**src/rtl/mag_sample_conditioner.sv**
```systemverilog
`default_nettype none
// ============================================================================
// Module   : mag_sample_conditioner
// Purpose  : Polls the magnetometer driver at a programmable rate, converts
//            offset-binary X/Y/Z samples to two's complement, box-car averages
//            2^AVG_LOG2 samples, removes a hard-iron offset learned by an
//            on-demand min/max calibration run, and outputs saturated signed
//            vectors with a one-cycle valid strobe.
// Ports    : clk_i, reset_i          - clock, synchronous active-high reset
//            start_read_o            - one-cycle read request to the driver
//            mag_busy_i, rd_valid_i  - driver busy / sample strobe
//            raw_x_i/raw_y_i/raw_z_i - offset-binary samples
//            cal_start_i             - begin (or restart) a calibration run
//            out_x_o/out_y_o/out_z_o - corrected averaged vector (signed)
//            out_valid_o             - one-cycle strobe for out_*
//            cal_active_o            - calibration run in progress
//            timeout_err_o           - one-cycle pulse on read timeout
//            overrun_o               - sticky: poll tick missed outside IDLE
// Revision : 1.0 - initial release
// ============================================================================
module mag_sample_conditioner #(
  parameter int CLK_HZ      = 100_000_000,
  parameter int POLL_HZ     = 100,
  parameter int W           = 16,
  parameter int AVG_LOG2    = 2,
  parameter int TIMEOUT_CYC = 2_000_000,
  parameter int CAL_SAMPLES = 64
) (
  input  logic         clk_i,
  input  logic         reset_i,
  output logic         start_read_o,
  input  logic         mag_busy_i,
  input  logic         rd_valid_i,
  input  logic [W-1:0] raw_x_i,
  input  logic [W-1:0] raw_y_i,
  input  logic [W-1:0] raw_z_i,
  input  logic         cal_start_i,
  output logic [W-1:0] out_x_o,
  output logic [W-1:0] out_y_o,
  output logic [W-1:0] out_z_o,
  output logic         out_valid_o,
  output logic         cal_active_o,
  output logic         timeout_err_o,
  output logic         overrun_o
);

  localparam int c_P    = CLK_HZ / POLL_HZ;
  localparam int c_PW   = (c_P > 1) ? $clog2(c_P) : 1;
  localparam int c_AW   = W + AVG_LOG2;
  localparam int c_NW   = AVG_LOG2 + 1;
  localparam int c_NAVG = 1 << AVG_LOG2;
  localparam int c_TW   = $clog2(TIMEOUT_CYC + 1);
  localparam int c_CW   = $clog2(CAL_SAMPLES + 1);

  typedef enum logic [2:0] {
    S_IDLE = 3'd0,
    S_REQ  = 3'd1,
    S_WAIT = 3'd2,
    S_AVG  = 3'd3,
    S_OUT  = 3'd4
  } state_t;

  state_t state_q, state_d;

  logic [c_PW-1:0]        poll_q;
  logic [c_TW-1:0]        tmr_q;
  logic [c_NW-1:0]        cnt_q;
  logic [c_CW-1:0]        cal_cnt_q;
  logic                   out_valid_q, overrun_q, cal_active_q, empty_q;
  logic signed [c_AW-1:0] acc_q [3];
  logic signed [W-1:0]    avg_q [3];
  logic signed [W-1:0]    out_q [3];
  logic signed [W-1:0]    off_q [3];
  logic signed [W-1:0]    min_q [3];
  logic signed [W-1:0]    max_q [3];

  logic                   w_tick, w_start, w_timeout;
  logic signed [W-1:0]    w_raw [3];
  logic signed [W-1:0]    w_avg [3];
  logic signed [W-1:0]    w_sat [3];
  logic signed [W-1:0]    w_min [3];
  logic signed [W-1:0]    w_max [3];
  logic signed [W-1:0]    w_off [3];
  logic signed [W:0]      w_diff [3];
  logic signed [W:0]      w_sum [3];

  assign w_tick = (poll_q == c_PW'(c_P - 1));

  // Offset-binary to two's complement: flip the MSB.
  always_comb begin
    w_raw[0] = {~raw_x_i[W-1], raw_x_i[W-2:0]};
    w_raw[1] = {~raw_y_i[W-1], raw_y_i[W-2:0]};
    w_raw[2] = {~raw_z_i[W-1], raw_z_i[W-2:0]};
  end

  always_comb begin
    for (int a = 0; a < 3; a++) begin
      // Arithmetic shift floors toward minus infinity.
      w_avg[a]  = W'(acc_q[a] >>> AVG_LOG2);
      w_diff[a] = (W+1)'(w_avg[a]) - (W+1)'(off_q[a]);
      // Overflow when the two top bits of the W+1-bit difference disagree.
      if (w_diff[a][W] != w_diff[a][W-1]) begin
        w_sat[a] = w_diff[a][W] ? {1'b1, {(W-1){1'b0}}} : {1'b0, {(W-1){1'b1}}};
      end else begin
        w_sat[a] = w_diff[a][W-1:0];
      end
      if (empty_q) begin
        w_min[a] = avg_q[a];
        w_max[a] = avg_q[a];
      end else begin
        w_min[a] = (avg_q[a] < min_q[a]) ? avg_q[a] : min_q[a];
        w_max[a] = (avg_q[a] > max_q[a]) ? avg_q[a] : max_q[a];
      end
      w_sum[a] = (W+1)'(w_max[a]) + (W+1)'(w_min[a]);
      w_off[a] = W'(w_sum[a] >>> 1);
    end
  end

  always_comb begin
    state_d   = state_q;
    w_start   = 1'b0;
    w_timeout = 1'b0;
    case (state_q)
      S_IDLE: if (w_tick) state_d = S_REQ;
      S_REQ: begin
        if (!mag_busy_i) begin
          w_start = 1'b1;
          state_d = S_WAIT;
        end
      end
      S_WAIT: begin
        if (rd_valid_i) begin
          state_d = (cnt_q == c_NW'(c_NAVG - 1)) ? S_AVG : S_IDLE;
        end else if (tmr_q == c_TW'(TIMEOUT_CYC - 1)) begin
          w_timeout = 1'b1;
          state_d   = S_IDLE;
        end
      end
      S_AVG:   state_d = S_OUT;
      S_OUT:   state_d = S_IDLE;
      default: state_d = S_IDLE;
    endcase
  end

  always_ff @(posedge clk_i) begin
    if (reset_i) begin
      state_q   <= S_IDLE;
      poll_q    <= '0;
      tmr_q     <= '0;
      overrun_q <= 1'b0;
    end else begin
      state_q <= state_d;
      poll_q  <= w_tick ? '0 : poll_q + c_PW'(1);
      // Counts cycles spent in WAIT; zero on entry right after start_read.
      tmr_q   <= (state_q == S_WAIT) ? tmr_q + c_TW'(1) : '0;
      if (w_tick && state_q != S_IDLE) overrun_q <= 1'b1;
    end
  end

  // The output vector is registered on the AVG->OUT edge from the
  // combinational average so it is visible together with the strobe in OUT.
  always_ff @(posedge clk_i) begin
    if (reset_i) begin
      cnt_q       <= '0;
      out_valid_q <= 1'b0;
      for (int a = 0; a < 3; a++) begin
        acc_q[a] <= '0;
        avg_q[a] <= '0;
        out_q[a] <= '0;
      end
    end else begin
      out_valid_q <= 1'b0;
      if (state_q == S_WAIT && rd_valid_i) begin
        cnt_q <= cnt_q + c_NW'(1);
        for (int a = 0; a < 3; a++) acc_q[a] <= acc_q[a] + c_AW'(w_raw[a]);
      end else if (w_timeout || state_q == S_AVG) begin
        cnt_q <= '0;
        for (int a = 0; a < 3; a++) acc_q[a] <= '0;
      end
      if (state_q == S_AVG) begin
        out_valid_q <= 1'b1;
        for (int a = 0; a < 3; a++) begin
          avg_q[a] <= w_avg[a];
          out_q[a] <= w_sat[a];
        end
      end
    end
  end

  // Calibration: a restart request takes priority over recording a sample.
  always_ff @(posedge clk_i) begin
    if (reset_i) begin
      cal_active_q <= 1'b0;
      cal_cnt_q    <= '0;
      empty_q      <= 1'b1;
      for (int a = 0; a < 3; a++) begin
        off_q[a] <= '0;
        min_q[a] <= '0;
        max_q[a] <= '0;
      end
    end else if (cal_start_i) begin
      cal_active_q <= 1'b1;
      cal_cnt_q    <= '0;
      empty_q      <= 1'b1;
    end else if (state_q == S_OUT && cal_active_q) begin
      empty_q   <= 1'b0;
      cal_cnt_q <= cal_cnt_q + c_CW'(1);
      for (int a = 0; a < 3; a++) begin
        min_q[a] <= w_min[a];
        max_q[a] <= w_max[a];
      end
      if (cal_cnt_q == c_CW'(CAL_SAMPLES - 1)) begin
        cal_active_q <= 1'b0;
        for (int a = 0; a < 3; a++) off_q[a] <= w_off[a];
      end
    end
  end

  // Strobes are masked during reset so nothing escapes in the reset cycle.
  assign start_read_o  = w_start & ~reset_i;
  assign timeout_err_o = w_timeout & ~reset_i;
  assign out_valid_o   = out_valid_q & ~reset_i;
  assign out_x_o       = out_q[0];
  assign out_y_o       = out_q[1];
  assign out_z_o       = out_q[2];
  assign cal_active_o  = cal_active_q;
  assign overrun_o     = overrun_q;

endmodule
`default_nettype wire

```
**config.mk**
```make
export PLATFORM = sky130hd
export DESIGN_NAME = mag_sample_conditioner
export DESIGN_NICKNAME = d
export VERILOG_FILES = /design/src/rtl/mag_sample_conditioner.sv
export SDC_FILE = /design/constraint.sdc
export NUM_CORES = 1
export LEC_CHECK = 0
export BUFFER_PORTS_ARGS = -buffer_cell sky130_fd_sc_hd__buf_4
export CAP_MARGIN = 10
export CORE_MARGIN = 4
export CORE_UTILIZATION = 60
export CTS_CLUSTER_SIZE = 24
export DETAILED_ROUTE_END_ITERATION = 10
export PLACE_DENSITY = 0.78
export SKIP_LAST_GASP = 1
export SYNTH_ARGS = -nofsm -noshare
export SYNTH_HDL_FRONTEND = slang
export SYNTH_SLANG_ARGS = --single-unit
```
**constraint.sdc**
```tcl
create_clock -name clk_i -period 5.6 [get_ports clk_i]
set_input_delay 0.28 -clock clk_i [delete_from_list [all_inputs] [get_ports clk_i]]
set_output_delay 0.28 -clock clk_i [all_outputs]
set_load 0.01 [all_outputs]
```
==> results of run 1 <==
## synth_stat cells (14+ instances only)
library cell,count,area [um2]
nand4_1,29,181.4
o21bai_1,16,120.1
xor2_1,65,569.3
inv_1,244,915.9
nand2_1,114,427.9
xnor2_1,58,508.0
a211oi_1,14,105.1
a21oi_1,140,700.7
dfxtp_1,58,1161
ha_1,242,3028
and3_1,67,419.2
nor2_1,242,908.4
o21ai_0,110,550.5
o21ai_1,65,325.3
nor2b_1,113,706.9
a21o_1,36,270.3
nor3_1,51,255.2
mux2_2,42,473.0
nand2b_1,34,212.7
or3_1,18,112.6
nand3_1,52,260.3
edfxtp_1,294,8828
clkbuf_1,53,198.9
## power by group
group	total [W]	switching, W	internal (W)
clock network	0.00261	0.00106	0.00155
logic	0.000768	0.000446	0.000322
registers	0.00296	0.0000526	0.00291
total	0.00633	0.00156	0.00477
## cell usage in the layout (no fill, tap or decap), drive strengths merged, types with 18 or more instances in the layout
cell type	n
edfxtp	294
inv	245
ha	242
nor2	242
o21ai	177
a21oi	140
buf	126
nand2	114
nor2b	113
and3	67
xor2	65
xnor2	58
dfxtp	58
nand3	53
nor3	52
clkbuf	45
mux2	42
a21o	36
nand2b	34
nand4	29
or3	18
## worst max path at each step
stage,from,to,slack [ns],cells after the start
floorplan,avg_q[0][45],off_q[0][47],0.60,21
global placement,avg_q[0][1],off_q[0][15],0.49,21
detailed placement,avg_q[0][1],off_q[0][15],0.29,21
CTS,avg_q[0][1],off_q[0][15],0.21,21
global route,avg_q[0][15],off_q[0][15],-0.04,21
finish,avg_q[0][9],off_q[0][15],0.38,21
## final cells by class
class	instances	share of cell area [%]
sequential	352	39.13
inverter	244	3.587
tap	511	2.504
timing repair buffer	127	3.744
clock buffer	45	3.911
clock inverter	21	0.9802
multi-input combinational	1682	46.14
antenna	1	0.009802
## metal layers
metal | track usage [%] | up-vias | part of all wire, % | wire (um)
met5 | 0 | - | 0.018 | 10
met2 | 45.13 | 547 | 49 | 26860
met1 | 34.19 | 8429 | 43 | 23410
met3 | 3.641 | 101 | 6.1 | 3344
li1 | - | 8535 | - | -
met4 | 8.119 | 2 | 2.5 | 1394
## stage by stage
stage / hold slack (ns) / TNS, ns / instance area (um2) / utilization, % / std cells
2_1_floorplan: 0.3958 / 0 / 22860 / - / 2338
3_3_place_gp: 0.4224 / 0 / 24250 / 64.38 / 2915
3_5_place_dp: 0.4318 / 0 / 24250 / 64.38 / 2915
4_1_cts: 0.02552 / 0 / 25510 / 67.72 / 2982
5_1_grt: 0.07618 / -0.03581 / 25530 / 67.78 / 2983
6_report: 0.05414 / 0 / 25530 / 67.78 / 2983
## kinds of logic after synthesis
logic type,count (synthesis)
AO/OA/AOI/OAI,490
XOR/XNOR,123
adder cells (fa/ha/maj),251
buffers and inverters,304
flip-flops,352
multiplexers,54
AND/OR/NAND/NOR,764
## repair_timing
item / 4_1_cts / 5_1_grt
endpoints found under the hold margin: 1 / 0
hold buffers: 1 / 0
setup endpoints to repair: 0 / 3
resized for setup: 0 / 5
setup buffers: 0 / 0
## sequential cells by signal, summed over array words and instances (netlist names)
signal	flops
cal_cnt_q	7
poll_q	20
cnt_q	3
avg_q	48
empty_q	1
state_q	3
off_q	48
out_valid_q	1
max_q	48
tmr_q	21
overrun_o	1
acc_q	54
out_q	48
min_q	48
cal_active_o	1
==> impl_results.html, run 1 <==
<table>
<tr><th>Metric</th><th>Value</th></tr>
<tr><th colspan="2">Flow run</th></tr>
<tr><td>Max-capacitance violation count</td><td>0</td></tr>
<tr><th colspan="2">Synth</th></tr>
<tr><td>Share of flip-flops with an asynchronous set or reset</td><td>0%</td></tr>
<tr><td>Main synth FF type</td><td>edfxtp_1</td></tr>
<tr><td>Number of distinct library cells after synthesis</td><td>78</td></tr>
<tr><td>Share of the synthesized netlist area taken by xor and xnor gates</td><td>4.712%</td></tr>
<tr><td>Number of enable flip-flop cells after synthesis</td><td>294</td></tr>
<tr><td>Share of the yosys chip area belonging to registers</td><td>43.70%</td></tr>
<tr><td>Synth Area in Compound Gates</td><td>13.24%</td></tr>
<tr><td>Dominant combinational cell family by area after synthesis</td><td>simple AND/OR/NAND/NOR gates</td></tr>
<tr><td>Per-instance average area after synthesis</td><td>9.778 um2</td></tr>
<tr><td>Post-synthesis adder-cell area fraction</td><td>14.03%</td></tr>
<tr><td>Multiplexer share of the synthesized area</td><td>2.594%</td></tr>
<tr><td>Number of warnings issued by yosys</td><td>0</td></tr>
<tr><td>Number of synthesized register bits</td><td>352</td></tr>
<tr><td>Synthesized netlist cell count</td><td>2338</td></tr>
<tr><td>Area fraction in and, or, nand and nor cells after synthesis</td><td>16.68%</td></tr>
<tr><td>Syn Nets</td><td>2642</td></tr>
<tr><td>Synth Cell Area</td><td>22860 um2</td></tr>
<tr><th colspan="2">Power and ir drop</th></tr>
<tr><td>Power density of the placed cells</td><td>248.1 nW/um2</td></tr>
<tr><td>Worst-case vdd ir drop</td><td>0.2077 mV</td></tr>
<tr><td>Power, Total</td><td>0.006333 W</td></tr>
<tr><td>Leakage power</td><td>10.86 nW</td></tr>
<tr><th colspan="2">Floorplanning</th></tr>
<tr><td>Width of the die</td><td>203.2 um</td></tr>
<tr><td>Die boundary height</td><td>203.2 um</td></tr>
<tr><td>Die area</td><td>41290 um2</td></tr>
<tr><td>Num rows</td><td>71</td></tr>
<tr><td>IO Count</td><td>106</td></tr>
<tr><td>Effective utilization at floorplan</td><td>60.69%</td></tr>
<tr><td>Total core area</td><td>37670 um2</td></tr>
<tr><th colspan="2">Global route</th></tr>
<tr><td>Overall global routing resource usage</td><td>26.06%</td></tr>
<tr><td>Largest net degree at the start of global routing</td><td>97</td></tr>
<tr><td>Global-route wire length before repair</td><td>88.23 mm</td></tr>
<tr><td>Number of global-route vias before repair</td><td>17777</td></tr>
<tr><td>Grt ovf</td><td>0</td></tr>
<tr><td>Initial antenna violation count</td><td>2</td></tr>
<tr><th colspan="2">Route</th></tr>
<tr><td>Routed WL per cell</td><td>18.44 um</td></tr>
<tr><td>Drt first pass iters</td><td>7</td></tr>
<tr><td>Post-route antenna net violation count</td><td>0</td></tr>
<tr><td>Post-route DRC violation count</td><td>0</td></tr>
<tr><td>WL final</td><td>55.02 mm</td></tr>
<tr><td>DR vias</td><td>17614</td></tr>
<tr><td>Violation count after the first detailed-route iteration</td><td>1341</td></tr>
<tr><td>Average via count per standard cell</td><td>5.905</td></tr>
<tr><th colspan="2">Cells and area</th></tr>
<tr><td>Final nets</td><td>2750</td></tr>
<tr><td>Area occupied by multi-input gates</td><td>11780 um2</td></tr>
<tr><td>Area growth syn-to-layout</td><td>11.68%</td></tr>
<tr><td>Fillers</td><td>2895</td></tr>
<tr><td>Share of final-layout standard cells stronger than drive strength 1</td><td>10.60%</td></tr>
<tr><td>Sequential cell area in the final layout</td><td>9990 um2</td></tr>
<tr><th colspan="2">Critical path</th></tr>
<tr><td>Element type at the critical path end</td><td>register</td></tr>
<tr><td>Worst EP required</td><td>5.99 ns</td></tr>
<tr><td>Maximum fanout along the worst path</td><td>7</td></tr>
<tr><td>Terminus of the critical flop-to-flop path</td><td>off_q[0][15]</td></tr>
<tr><td>Critical path buffers and inverters</td><td>0</td></tr>
<tr><td>Reg2reg setup slack</td><td>0.38 ns</td></tr>
<tr><td>Worst path max stage delay</td><td>0.46 ns</td></tr>
<tr><td>Kind of cell with the highest combined delay on the critical path</td><td>compound AO/OA/AOI/OAI gates</td></tr>
<tr><td>Startpoint of the lowest-slack register-to-register path</td><td>avg_q[0][9]</td></tr>
<tr><td>Cell count of the worst reg-to-reg path</td><td>21</td></tr>
<tr><td>Cell with the biggest individual delay on the critical path</td><td>a2111oi_0</td></tr>
<tr><td>Launching element type of the critical path</td><td>register</td></tr>
<tr><td>CP Cell Sequence</td><td>ha_1, a211o_1, o211ai_1, a21oi_1, o211a_1, o41ai_1, and2_2, mux2_2, ha_1, nor2b_1, o21ai_1, a21boi_1, o21ai_1, a21oi_1, o21ai_1, a21oi_1, o41ai_2, o21ai_1, a2111oi_0, a21oi_1, nor2_1</td></tr>
<tr><td>CP Data Arrival Time</td><td>5.62 ns</td></tr>
<tr><td>Type of the setup path with the least slack</td><td>register to register</td></tr>
<tr><th colspan="2">CTS</th></tr>
<tr><td>Clock slew at the register clock pins of the worst setup and hold paths</td><td>0.06 ns</td></tr>
<tr><td>TritonCTS Buffers</td><td>39</td></tr>
<tr><td>Sink Count</td><td>352</td></tr>
<tr><td>TritonCTS clock tree</td><td>built</td></tr>
<tr><td>Clock insertion delay at the later pin of the skew report</td><td>0.56 ns</td></tr>
<tr><td>Longest Clk Path Bufs</td><td>3</td></tr>
<tr><td>Library cell used as clock root buffer</td><td>clkbuf_16</td></tr>
<tr><td>Number of H-tree levels</td><td>2</td></tr>
<tr><th colspan="2">Min path</th></tr>
<tr><td>Hold Path End</td><td>poll_q[4]</td></tr>
<tr><td>Worst hold path startpoint</td><td>reset_i</td></tr>
<tr><td>Type of the worst min-delay path</td><td>input pin to register</td></tr>
<tr><td>Number of cells traversed by the worst hold path</td><td>2</td></tr>
<tr><th colspan="2">Timing</th></tr>
<tr><td>Worst-case clock skew</td><td>0.02175 ns</td></tr>
<tr><td>Final setup vio count</td><td>0</td></tr>
<tr><td>Share of the cycle needed by the critical path after routing</td><td>93.29%</td></tr>
<tr><td>Number of hold violations in the final report</td><td>0</td></tr>
<tr><td>Total count of max-transition violations in the final report</td><td>0</td></tr>
<tr><td>Post-route worst setup slack</td><td>0.3758 ns</td></tr>
<tr><td>Achievable frequency</td><td>191.4 MHz</td></tr>
<tr><td>Time the final worst path needs with I/O delays and setup</td><td>5.224 ns</td></tr>
<tr><td>Headroom to the max-slew limit</td><td>23.48%</td></tr>
<tr><td>Worst-margin pin slew</td><td>1.144 ns</td></tr>
<tr><td>RSZ-0062 raised after global routing</td><td>yes</td></tr>
<tr><th colspan="2">Status</th></tr>
<tr><td>Run status</td><td>completed</td></tr>
<tr><th colspan="2">Placement</th></tr>
<tr><td>Count of buffers from port buffering</td><td>105</td></tr>
<tr><td>RD Place Congestion</td><td>0.9610</td></tr>
<tr><td>Half-perimeter wire length after detailed placement</td><td>39.75 mm</td></tr>
<tr><td>DP Worst Slack</td><td>0.2924 ns</td></tr>
</table>
Power figures use the tool's default switching activity.
==> run 2, diff against run 1 <==
--- a/config.mk
+++ b/config.mk
@@ -7,11 +7,13 @@
 export LEC_CHECK = 0
 export BUFFER_PORTS_ARGS = -buffer_cell sky130_fd_sc_hd__buf_4
 export CAP_MARGIN = 10
+export CELL_PAD_IN_SITES_DETAIL_PLACEMENT = 0
+export CELL_PAD_IN_SITES_GLOBAL_PLACEMENT = 1
 export CORE_MARGIN = 4
-export CORE_UTILIZATION = 60
+export CORE_UTILIZATION = 50
 export CTS_CLUSTER_SIZE = 24
 export DETAILED_ROUTE_END_ITERATION = 10
-export PLACE_DENSITY = 0.78
+export PLACE_DENSITY_LB_ADDON = 0.1
 export SKIP_LAST_GASP = 1
 export SYNTH_ARGS = -nofsm -noshare
 export SYNTH_HDL_FRONTEND = slang
==> impl_results.html, run 2 (same netlist as run 1, synthesis figures left out) <==
<table>
<tr><th>Metric</th><th>Value</th></tr>
<tr><th colspan="2">Timing</th></tr>
<tr><td>Worst-case clock skew</td><td>0.01191 ns</td></tr>
<tr><td>Headroom to the max-slew limit</td><td>24.37%</td></tr>
<tr><td>Time the final worst path needs with I/O delays and setup</td><td>5.180 ns</td></tr>
<tr><td>Achievable frequency</td><td>193.1 MHz</td></tr>
<tr><td>Worst-margin pin slew</td><td>1.128 ns</td></tr>
<tr><td>Post-route worst setup slack</td><td>0.4203 ns</td></tr>
<tr><td>RSZ-0062 raised after global routing</td><td>yes</td></tr>
<tr><td>Share of the cycle needed by the critical path after routing</td><td>92.49%</td></tr>
<tr><td>Final setup vio count</td><td>0</td></tr>
<tr><td>Number of hold violations in the final report</td><td>0</td></tr>
<tr><td>Total count of max-transition violations in the final report</td><td>0</td></tr>
<tr><td>Total negative setup slack</td><td>0 ns</td></tr>
<tr><th colspan="2">Power and ir drop</th></tr>
<tr><td>Worst-case vdd ir drop</td><td>0.2371 mV</td></tr>
<tr><td>Power, Total</td><td>0.006417 W</td></tr>
<tr><td>Leakage power</td><td>10.92 nW</td></tr>
<tr><td>Power density of the placed cells</td><td>249.3 nW/um2</td></tr>
<tr><th colspan="2">Floorplanning</th></tr>
<tr><td>Die area</td><td>49210 um2</td></tr>
<tr><td>Effective utilization at floorplan</td><td>50.48%</td></tr>
<tr><td>IO Count</td><td>106</td></tr>
<tr><td>Total core area</td><td>45280 um2</td></tr>
<tr><td>Die boundary height</td><td>221.8 um</td></tr>
<tr><td>Width of the die</td><td>221.8 um</td></tr>
<tr><td>Num rows</td><td>78</td></tr>
<tr><th colspan="2">Cells and area</th></tr>
<tr><td>Most frequent standard cell in the layout excluding fill and tap cells</td><td>edfxtp_1</td></tr>
<tr><td>Fillers</td><td>4008</td></tr>
<tr><td>Biggest register</td><td>acc_q</td></tr>
<tr><td>Non-Filler Instances</td><td>3081</td></tr>
<tr><td>Share of final-layout standard cells stronger than drive strength 1</td><td>10.85%</td></tr>
<tr><td>Post-route cell area</td><td>25740 um2</td></tr>
<tr><td>Final nets</td><td>2753</td></tr>
<tr><td>Area growth syn-to-layout</td><td>12.60%</td></tr>
<tr><td>Commonest cells after routing, fill and taps aside</td><td>edfxtp_1 (294), inv_1 (243), ha_1 (242), nor2_1 (241), a21oi_1 (140)</td></tr>
<tr><td>Number of flip-flops under the largest register name</td><td>54</td></tr>
<tr><th colspan="2">Placement</th></tr>
<tr><td>RD Place Congestion</td><td>0.8733</td></tr>
<tr><td>Count of buffers from port buffering</td><td>105</td></tr>
<tr><td>Placed Area</td><td>24350 um2</td></tr>
<tr><td>DP Worst Slack</td><td>0.1860 ns</td></tr>
<tr><td>Cells after DPL</td><td>3002</td></tr>
<tr><td>Half-perimeter wire length after detailed placement</td><td>41.81 mm</td></tr>
<tr><th colspan="2">Route</th></tr>
<tr><td>WL final</td><td>57.02 mm</td></tr>
<tr><td>Routed WL per cell</td><td>18.51 um</td></tr>
<tr><td>Post-route antenna net violation count</td><td>0</td></tr>
<tr><td>Violation count after the first detailed-route iteration</td><td>1068</td></tr>
<tr><td>Drt first pass iters</td><td>5</td></tr>
<tr><td>Post-route DRC violation count</td><td>0</td></tr>
<tr><td>Average via count per standard cell</td><td>5.529</td></tr>
<tr><td>DR vias</td><td>17034</td></tr>
<tr><th colspan="2">Critical path</th></tr>
<tr><td>Critical path buffers and inverters</td><td>1</td></tr>
<tr><td>Kind of cell with the highest combined delay on the critical path</td><td>compound AO/OA/AOI/OAI gates</td></tr>
<tr><td>Maximum fanout along the worst path</td><td>15</td></tr>
<tr><td>Worst path max stage delay</td><td>0.43 ns</td></tr>
<tr><td>CP Data Arrival Time</td><td>5.60 ns</td></tr>
<tr><td>Element type at the critical path end</td><td>register</td></tr>
<tr><td>Launching element type of the critical path</td><td>register</td></tr>
<tr><td>Cell with the biggest individual delay on the critical path</td><td>edfxtp_1</td></tr>
<tr><td>Worst EP required</td><td>6.02 ns</td></tr>
<tr><td>Type of the setup path with the least slack</td><td>register to register</td></tr>
<tr><td>CP Cell Sequence</td><td>ha_1, nand4_1, a21oi_1, or3_1, o311a_2, nor2_1, buf_4, mux2i_1, fa_1, nor2b_1, o21ai_1, a21boi_1, o21ai_0, a21boi_1, o21ai_1, a21oi_1, o41ai_2, o21ai_1, a2111oi_0, a21oi_1, nor2_1</td></tr>
<tr><th colspan="2">CTS</th></tr>
<tr><td>Clock slew at the register clock pins of the worst setup and hold paths</td><td>0.06 ns</td></tr>
<tr><td>Library cell used as clock root buffer</td><td>clkbuf_16</td></tr>
<tr><td>Clock insertion delay at the later pin of the skew report</td><td>0.58 ns</td></tr>
<tr><td>TritonCTS clock tree</td><td>built</td></tr>
<tr><td>TritonCTS Buffers</td><td>42</td></tr>
<tr><td>Longest Clk Path Bufs</td><td>3</td></tr>
<tr><td>Number of H-tree levels</td><td>2</td></tr>
<tr><td>Sink Count</td><td>352</td></tr>
<tr><th colspan="2">Global route</th></tr>
<tr><td>Global-route wire length before repair</td><td>90.84 mm</td></tr>
<tr><td>Initial antenna violation count</td><td>2</td></tr>
<tr><td>Number of global-route vias before repair</td><td>16931</td></tr>
<tr><td>Overall global routing resource usage</td><td>22.78%</td></tr>
<tr><td>Largest net degree at the start of global routing</td><td>72</td></tr>
<tr><td>Grt ovf</td><td>0</td></tr>
<tr><th colspan="2">Min path</th></tr>
<tr><td>Type of the worst min-delay path</td><td>input pin to register</td></tr>
<tr><th colspan="2">Status</th></tr>
<tr><td>Run status</td><td>completed</td></tr>
<tr><th colspan="2">Flow run</th></tr>
<tr><td>Max-capacitance violation count</td><td>0</td></tr>
</table>
run 2: path summary, 6_finish.rpt:
path / from / endpoint / slack, ns / depth (start not counted)
min: rd_valid_i / acc_q[0][18] / 0.10 / 2
min reg2reg: tmr_q[0] / tmr_q[0] / 0.45 / 1
max: avg_q[0][47] / off_q[0][47] / 0.42 / 21
max reg2reg: avg_q[0][47] / off_q[0][47] / 0.42 / 21
run 2: worst register-to-register path, stage by stage (launching register included):
cell and delay [ns]:
edfxtp_1 0.43, ha_1 0.39, nand4_1 0.16, a21oi_1 0.05, or3_1 0.31, o311a_2 0.42, nor2_1 0.16, buf_4 0.28
mux2i_1 0.38, fa_1 0.24, nor2b_1 0.07, o21ai_1 0.18, a21boi_1 0.12, o21ai_0 0.30, a21boi_1 0.15, o21ai_1 0.21
a21oi_1 0.14, o41ai_2 0.33, o21ai_1 0.15, a2111oi_0 0.41, a21oi_1 0.07, nor2_1 0.09
run 2: layer usage:
layer	wire length (um)	track usage (%)	share of wire, %
met1	26420	30.94	46
met2	26960	38.17	47
met3	2015	3.164	3.5
met4	1606	6.963	2.8
met5	20	0	0.035
run 2: timing repair:
action,CTS,global route
hold buffers,3,0
buffers inserted,0,0
endpoints found under the hold margin,5,0
setup endpoints to repair,0,4
gates resized for setup,0,7
run 2: where the power goes:
group	internal (W)	leakage, nW	switching (W)	total, W
Sequential	0.00291	3.50	0.0000542	0.00296
Clock	0.00158	0.653	0.00111	0.00269
Combinational	0.000321	6.76	0.000441	0.000762
Total	0.00481	10.9	0.00161	0.00642
run 2: cell type report:
cell class	count	area [um2]	share of cell area (%)
Antenna cell	1	2.502	0.009721
Clock buffer	54	1106	4.297
Clock inverter	21	217.7	0.8457
Inverter	244	915.9	3.558
Multi-Input combinational cell	1682	11800	45.83
Sequential cell	352	9991	38.81
Tap cell	600	750.7	2.916
Timing Repair Buffer	127	960.9	3.733
run 2: through the flow:
| step | hold WS, ns | utilization, % |
|---|---|---|
| 5_1_grt | 0.1021 | 56.84 |
| 6_report | 0.1001 | 56.85 |
| 4_1_cts | 0.06521 | 56.77 |
| 2_1_floorplan | 0.3958 | - |
| 3_3_place_gp | 0.4320 | 53.78 |
| 3_5_place_dp | 0.4379 | 53.78 |
==> run 3, diff against run 2 <==
--- a/config.mk
+++ b/config.mk
@@ -10,7 +10,7 @@
 export CELL_PAD_IN_SITES_DETAIL_PLACEMENT = 0
 export CELL_PAD_IN_SITES_GLOBAL_PLACEMENT = 1
 export CORE_MARGIN = 4
-export CORE_UTILIZATION = 50
+export CORE_UTILIZATION = 40
 export CTS_CLUSTER_SIZE = 24
 export DETAILED_ROUTE_END_ITERATION = 10
 export PLACE_DENSITY_LB_ADDON = 0.1
==> impl_results.html, run 3 (same netlist as run 1, synthesis figures left out) <==
<table>
<tr><th>Metric</th><th>Value</th></tr>
<tr><th colspan="2">Status</th></tr>
<tr><td>Run status</td><td>completed</td></tr>
<tr><th colspan="2">Route</th></tr>
<tr><td>Post-route antenna net violation count</td><td>0</td></tr>
<tr><td>Top routing layer used</td><td>met4</td></tr>
<tr><td>Drt first pass iters</td><td>5</td></tr>
<tr><td>Amount of wire on met2 after detailed routing</td><td>26.78 mm</td></tr>
<tr><td>Violation count after the first detailed-route iteration</td><td>960</td></tr>
<tr><td>DR vias</td><td>16934</td></tr>
<tr><td>Post-route DRC violation count</td><td>0</td></tr>
<tr><td>Routed length on met1</td><td>28.98 mm</td></tr>
<tr><td>Met3 wirelength from detailed routing</td><td>2.115 mm</td></tr>
<tr><td>WL final</td><td>59.04 mm</td></tr>
<tr><td>Routed WL per cell</td><td>18.18 um</td></tr>
<tr><td>Average via count per standard cell</td><td>5.215</td></tr>
<tr><th colspan="2">Timing</th></tr>
<tr><td>Achievable frequency</td><td>192.2 MHz</td></tr>
<tr><td>Worst-case clock skew</td><td>0.01609 ns</td></tr>
<tr><td>Total count of max-transition violations in the final report</td><td>0</td></tr>
<tr><td>RSZ-0062 raised after global routing</td><td>yes</td></tr>
<tr><td>Number of hold violations in the final report</td><td>0</td></tr>
<tr><td>Final hold slack</td><td>0.04421 ns</td></tr>
<tr><td>Headroom to the max-slew limit</td><td>26.03%</td></tr>
<tr><td>Time the final worst path needs with I/O delays and setup</td><td>5.202 ns</td></tr>
<tr><td>Share of the cycle needed by the critical path after routing</td><td>92.90%</td></tr>
<tr><td>Worst-margin pin slew</td><td>1.110 ns</td></tr>
<tr><td>Final setup vio count</td><td>0</td></tr>
<tr><td>Post-route worst setup slack</td><td>0.3979 ns</td></tr>
<tr><th colspan="2">CTS</th></tr>
<tr><td>TritonCTS Buffers</td><td>44</td></tr>
<tr><td>Clock insertion delay at the later pin of the skew report</td><td>0.58 ns</td></tr>
<tr><td>Number of H-tree levels</td><td>2</td></tr>
<tr><td>Longest Clk Path Bufs</td><td>3</td></tr>
<tr><td>Post-CTS setup-driven buffer insertion count</td><td>0</td></tr>
<tr><td>Library cell used as clock root buffer</td><td>clkbuf_16</td></tr>
<tr><td>Clock slew at the register clock pins of the worst setup and hold paths</td><td>0.06 ns</td></tr>
<tr><td>Sink Count</td><td>352</td></tr>
<tr><td>TritonCTS clock tree</td><td>built</td></tr>
<tr><th colspan="2">Power and ir drop</th></tr>
<tr><td>Relative contribution of the clock network to total power</td><td>43.5%</td></tr>
<tr><td>Flop pwr share</td><td>44.8%</td></tr>
<tr><td>Pint</td><td>0.004929 W</td></tr>
<tr><td>Power density of the placed cells</td><td>252.9 nW/um2</td></tr>
<tr><td>Power, Total</td><td>0.006597 W</td></tr>
<tr><td>Switching power as a share of total power</td><td>25.29%</td></tr>
<tr><td>Worst-case vdd ir drop</td><td>0.1807 mV</td></tr>
<tr><td>Net switching power</td><td>0.001669 W</td></tr>
<tr><td>Leakage power</td><td>10.99 nW</td></tr>
<tr><td>Proportion of power drawn by combinational gates</td><td>11.7%</td></tr>
<tr><th colspan="2">Cells and area</th></tr>
<tr><td>Area growth syn-to-layout</td><td>14.09%</td></tr>
<tr><td>Post-layout utilization of the core</td><td>46.17%</td></tr>
<tr><td>Number of antenna diodes</td><td>0</td></tr>
<tr><td>Biggest register</td><td>acc_q</td></tr>
<tr><td>Commonest cells after routing, fill and taps aside</td><td>edfxtp_1 (294), inv_1 (243), ha_1 (242), nor2_1 (240), a21oi_1 (140)</td></tr>
<tr><td>Share of final-layout standard cells stronger than drive strength 1</td><td>11.40%</td></tr>
<tr><td>Most frequent standard cell in the layout excluding fill and tap cells</td><td>edfxtp_1</td></tr>
<tr><td>Number of flip-flops under the largest register name</td><td>54</td></tr>
<tr><td>Final nets</td><td>2759</td></tr>
<tr><td>Non-Filler Instances</td><td>3247</td></tr>
<tr><th colspan="2">Placement</th></tr>
<tr><td>Count of buffers from port buffering</td><td>105</td></tr>
<tr><td>DP Worst Slack</td><td>0.1586 ns</td></tr>
<tr><td>Cells after DPL</td><td>3164</td></tr>
<tr><td>RD Place Congestion</td><td>0.8527</td></tr>
<tr><td>Half-perimeter wire length after detailed placement</td><td>43.73 mm</td></tr>
<tr><th colspan="2">Floorplanning</th></tr>
<tr><td>Die boundary height</td><td>247.1 um</td></tr>
<tr><td>Width of the die</td><td>247.1 um</td></tr>
<tr><td>Num rows</td><td>87</td></tr>
<tr><td>Die area</td><td>61040 um2</td></tr>
<tr><td>Total core area</td><td>56500 um2</td></tr>
<tr><td>Effective utilization at floorplan</td><td>40.46%</td></tr>
<tr><td>IO Count</td><td>106</td></tr>
<tr><th colspan="2">Global route</th></tr>
<tr><td>Grt ovf</td><td>0</td></tr>
<tr><td>Global-route wire length before repair</td><td>93.39 mm</td></tr>
<tr><td>Initial antenna violation count</td><td>0</td></tr>
<tr><td>Largest net degree at the start of global routing</td><td>70</td></tr>
<tr><td>Overall global routing resource usage</td><td>19.31%</td></tr>
<tr><td>Number of global-route vias before repair</td><td>16909</td></tr>
<tr><th colspan="2">Critical path</th></tr>
<tr><td>CP Data Arrival Time</td><td>5.63 ns</td></tr>
<tr><td>Terminus of the critical flop-to-flop path</td><td>off_q[0][15]</td></tr>
<tr><td>Maximum fanout along the worst path</td><td>5</td></tr>
<tr><td>Worst EP required</td><td>6.03 ns</td></tr>
<tr><td>Startpoint of the most critical setup path</td><td>avg_q[0][15]</td></tr>
<tr><td>Cell count of the worst reg-to-reg path</td><td>21</td></tr>
<tr><td>Capture point of the worst path</td><td>off_q[0][15]</td></tr>
<tr><td>Startpoint of the lowest-slack register-to-register path</td><td>avg_q[0][15]</td></tr>
<tr><td>Reg2reg setup slack</td><td>0.40 ns</td></tr>
<tr><td>Launching element type of the critical path</td><td>register</td></tr>
<tr><td>Type of the setup path with the least slack</td><td>register to register</td></tr>
<tr><td>Element type at the critical path end</td><td>register</td></tr>
<tr><th colspan="2">Flow run</th></tr>
<tr><td>Max-capacitance violation count</td><td>0</td></tr>
<tr><th colspan="2">Min path</th></tr>
<tr><td>Type of the worst min-delay path</td><td>input pin to register</td></tr>
</table>
==> run 3: cell types whose count changed in the layout (fill, tap and decap cells not counted), sizes merged <==
cell,change
diode,-1
dlygate4sd3,-2
buf,+6
clkbuf,+2
clkinvlp,+1
clkinv,+4
==> run 3: how the worst min path moves through the flow <==
stage / startpoint / to / slack, ns / cells past startpoint
2_1_floorplan: cal_start_i / cal_active_o / 0.40 / 2
3_3_place_gp: tmr_q[0] / tmr_q[0] / 0.42 / 1
3_5_place_dp: tmr_q[0] / tmr_q[0] / 0.43 / 1
4_1_cts: reset_i / poll_q[4] / 0.008 / 2
5_1_grt: reset_i / poll_q[4] / 0.03 / 2
6_report: reset_i / poll_q[4] / 0.04 / 2
==> run 3: area by class of cell <==
| cell class | count | area [um2] |
|---|---|---|
| clock buffers | 56 | 1199 |
| clock inverters | 26 | 235.2 |
| fillers | 5391 | 30410 |
| inverters | 244 | 915.9 |
| multi-input cells | 1682 | 11810 |
| flip-flops and latches | 352 | 9991 |
| well taps | 756 | 945.9 |
| repair buffers | 131 | 985.9 |
==> run 3: repair_timing <==
item,in CTS,in global routing
endpoints found under the hold margin,1,0
setup endpoints to repair,0,4
gates resized for setup,0,11
hold buffers,1,0
==> run 3: stage by stage <==
step           instance area (um2)  setup TNS (ns)
3_5_place_dp                 24600               0
6_report                     26080               0
5_1_grt                      26080       -0.003488
4_1_cts                      26040               0
3_3_place_gp                 24600               0
2_1_floorplan                22860               0
==> run 3: layer usage <==
metal	track usage (%)	up-vias
met5	0	-
met4	4.372	0
met1	27.29	8058
met3	2.917	71
li1	-	8573
met2	31.40	232
==> run 3: worst max-delay path: stages (launching register included) <==
cell	delay (ns)
edfxtp_1	0.44
ha_1	0.35
nand4_1	0.10
or2_1	0.19
a211oi_2	0.06
a211o_1	0.27
o41ai_1	0.43
and2_1	0.24
mux2_2	0.36
ha_1	0.33
nor2b_1	0.17
o21ai_1	0.16
a21boi_1	0.11
o21ai_1	0.15
a21oi_1	0.11
o21ai_1	0.18
a21oi_1	0.12
o41ai_1	0.49
o21ai_1	0.20
a2111oi_0	0.43
a21oi_1	0.07
nor2_1	0.09
==> run 3: power groups by stage <==
stage	combinational [W]	clock (W)	sequential, W
4_1_cts	0.000771	0.00295	0.00296
6_report	0.000771	0.00287	0.00296
5_1_grt	0.000870	0.00306	0.00297
3_5_place_dp	0.000764	0	0.00301
3_3_place_gp	0.000759	0	0.00301
2_1_floorplan	0.000537	0	0.00300
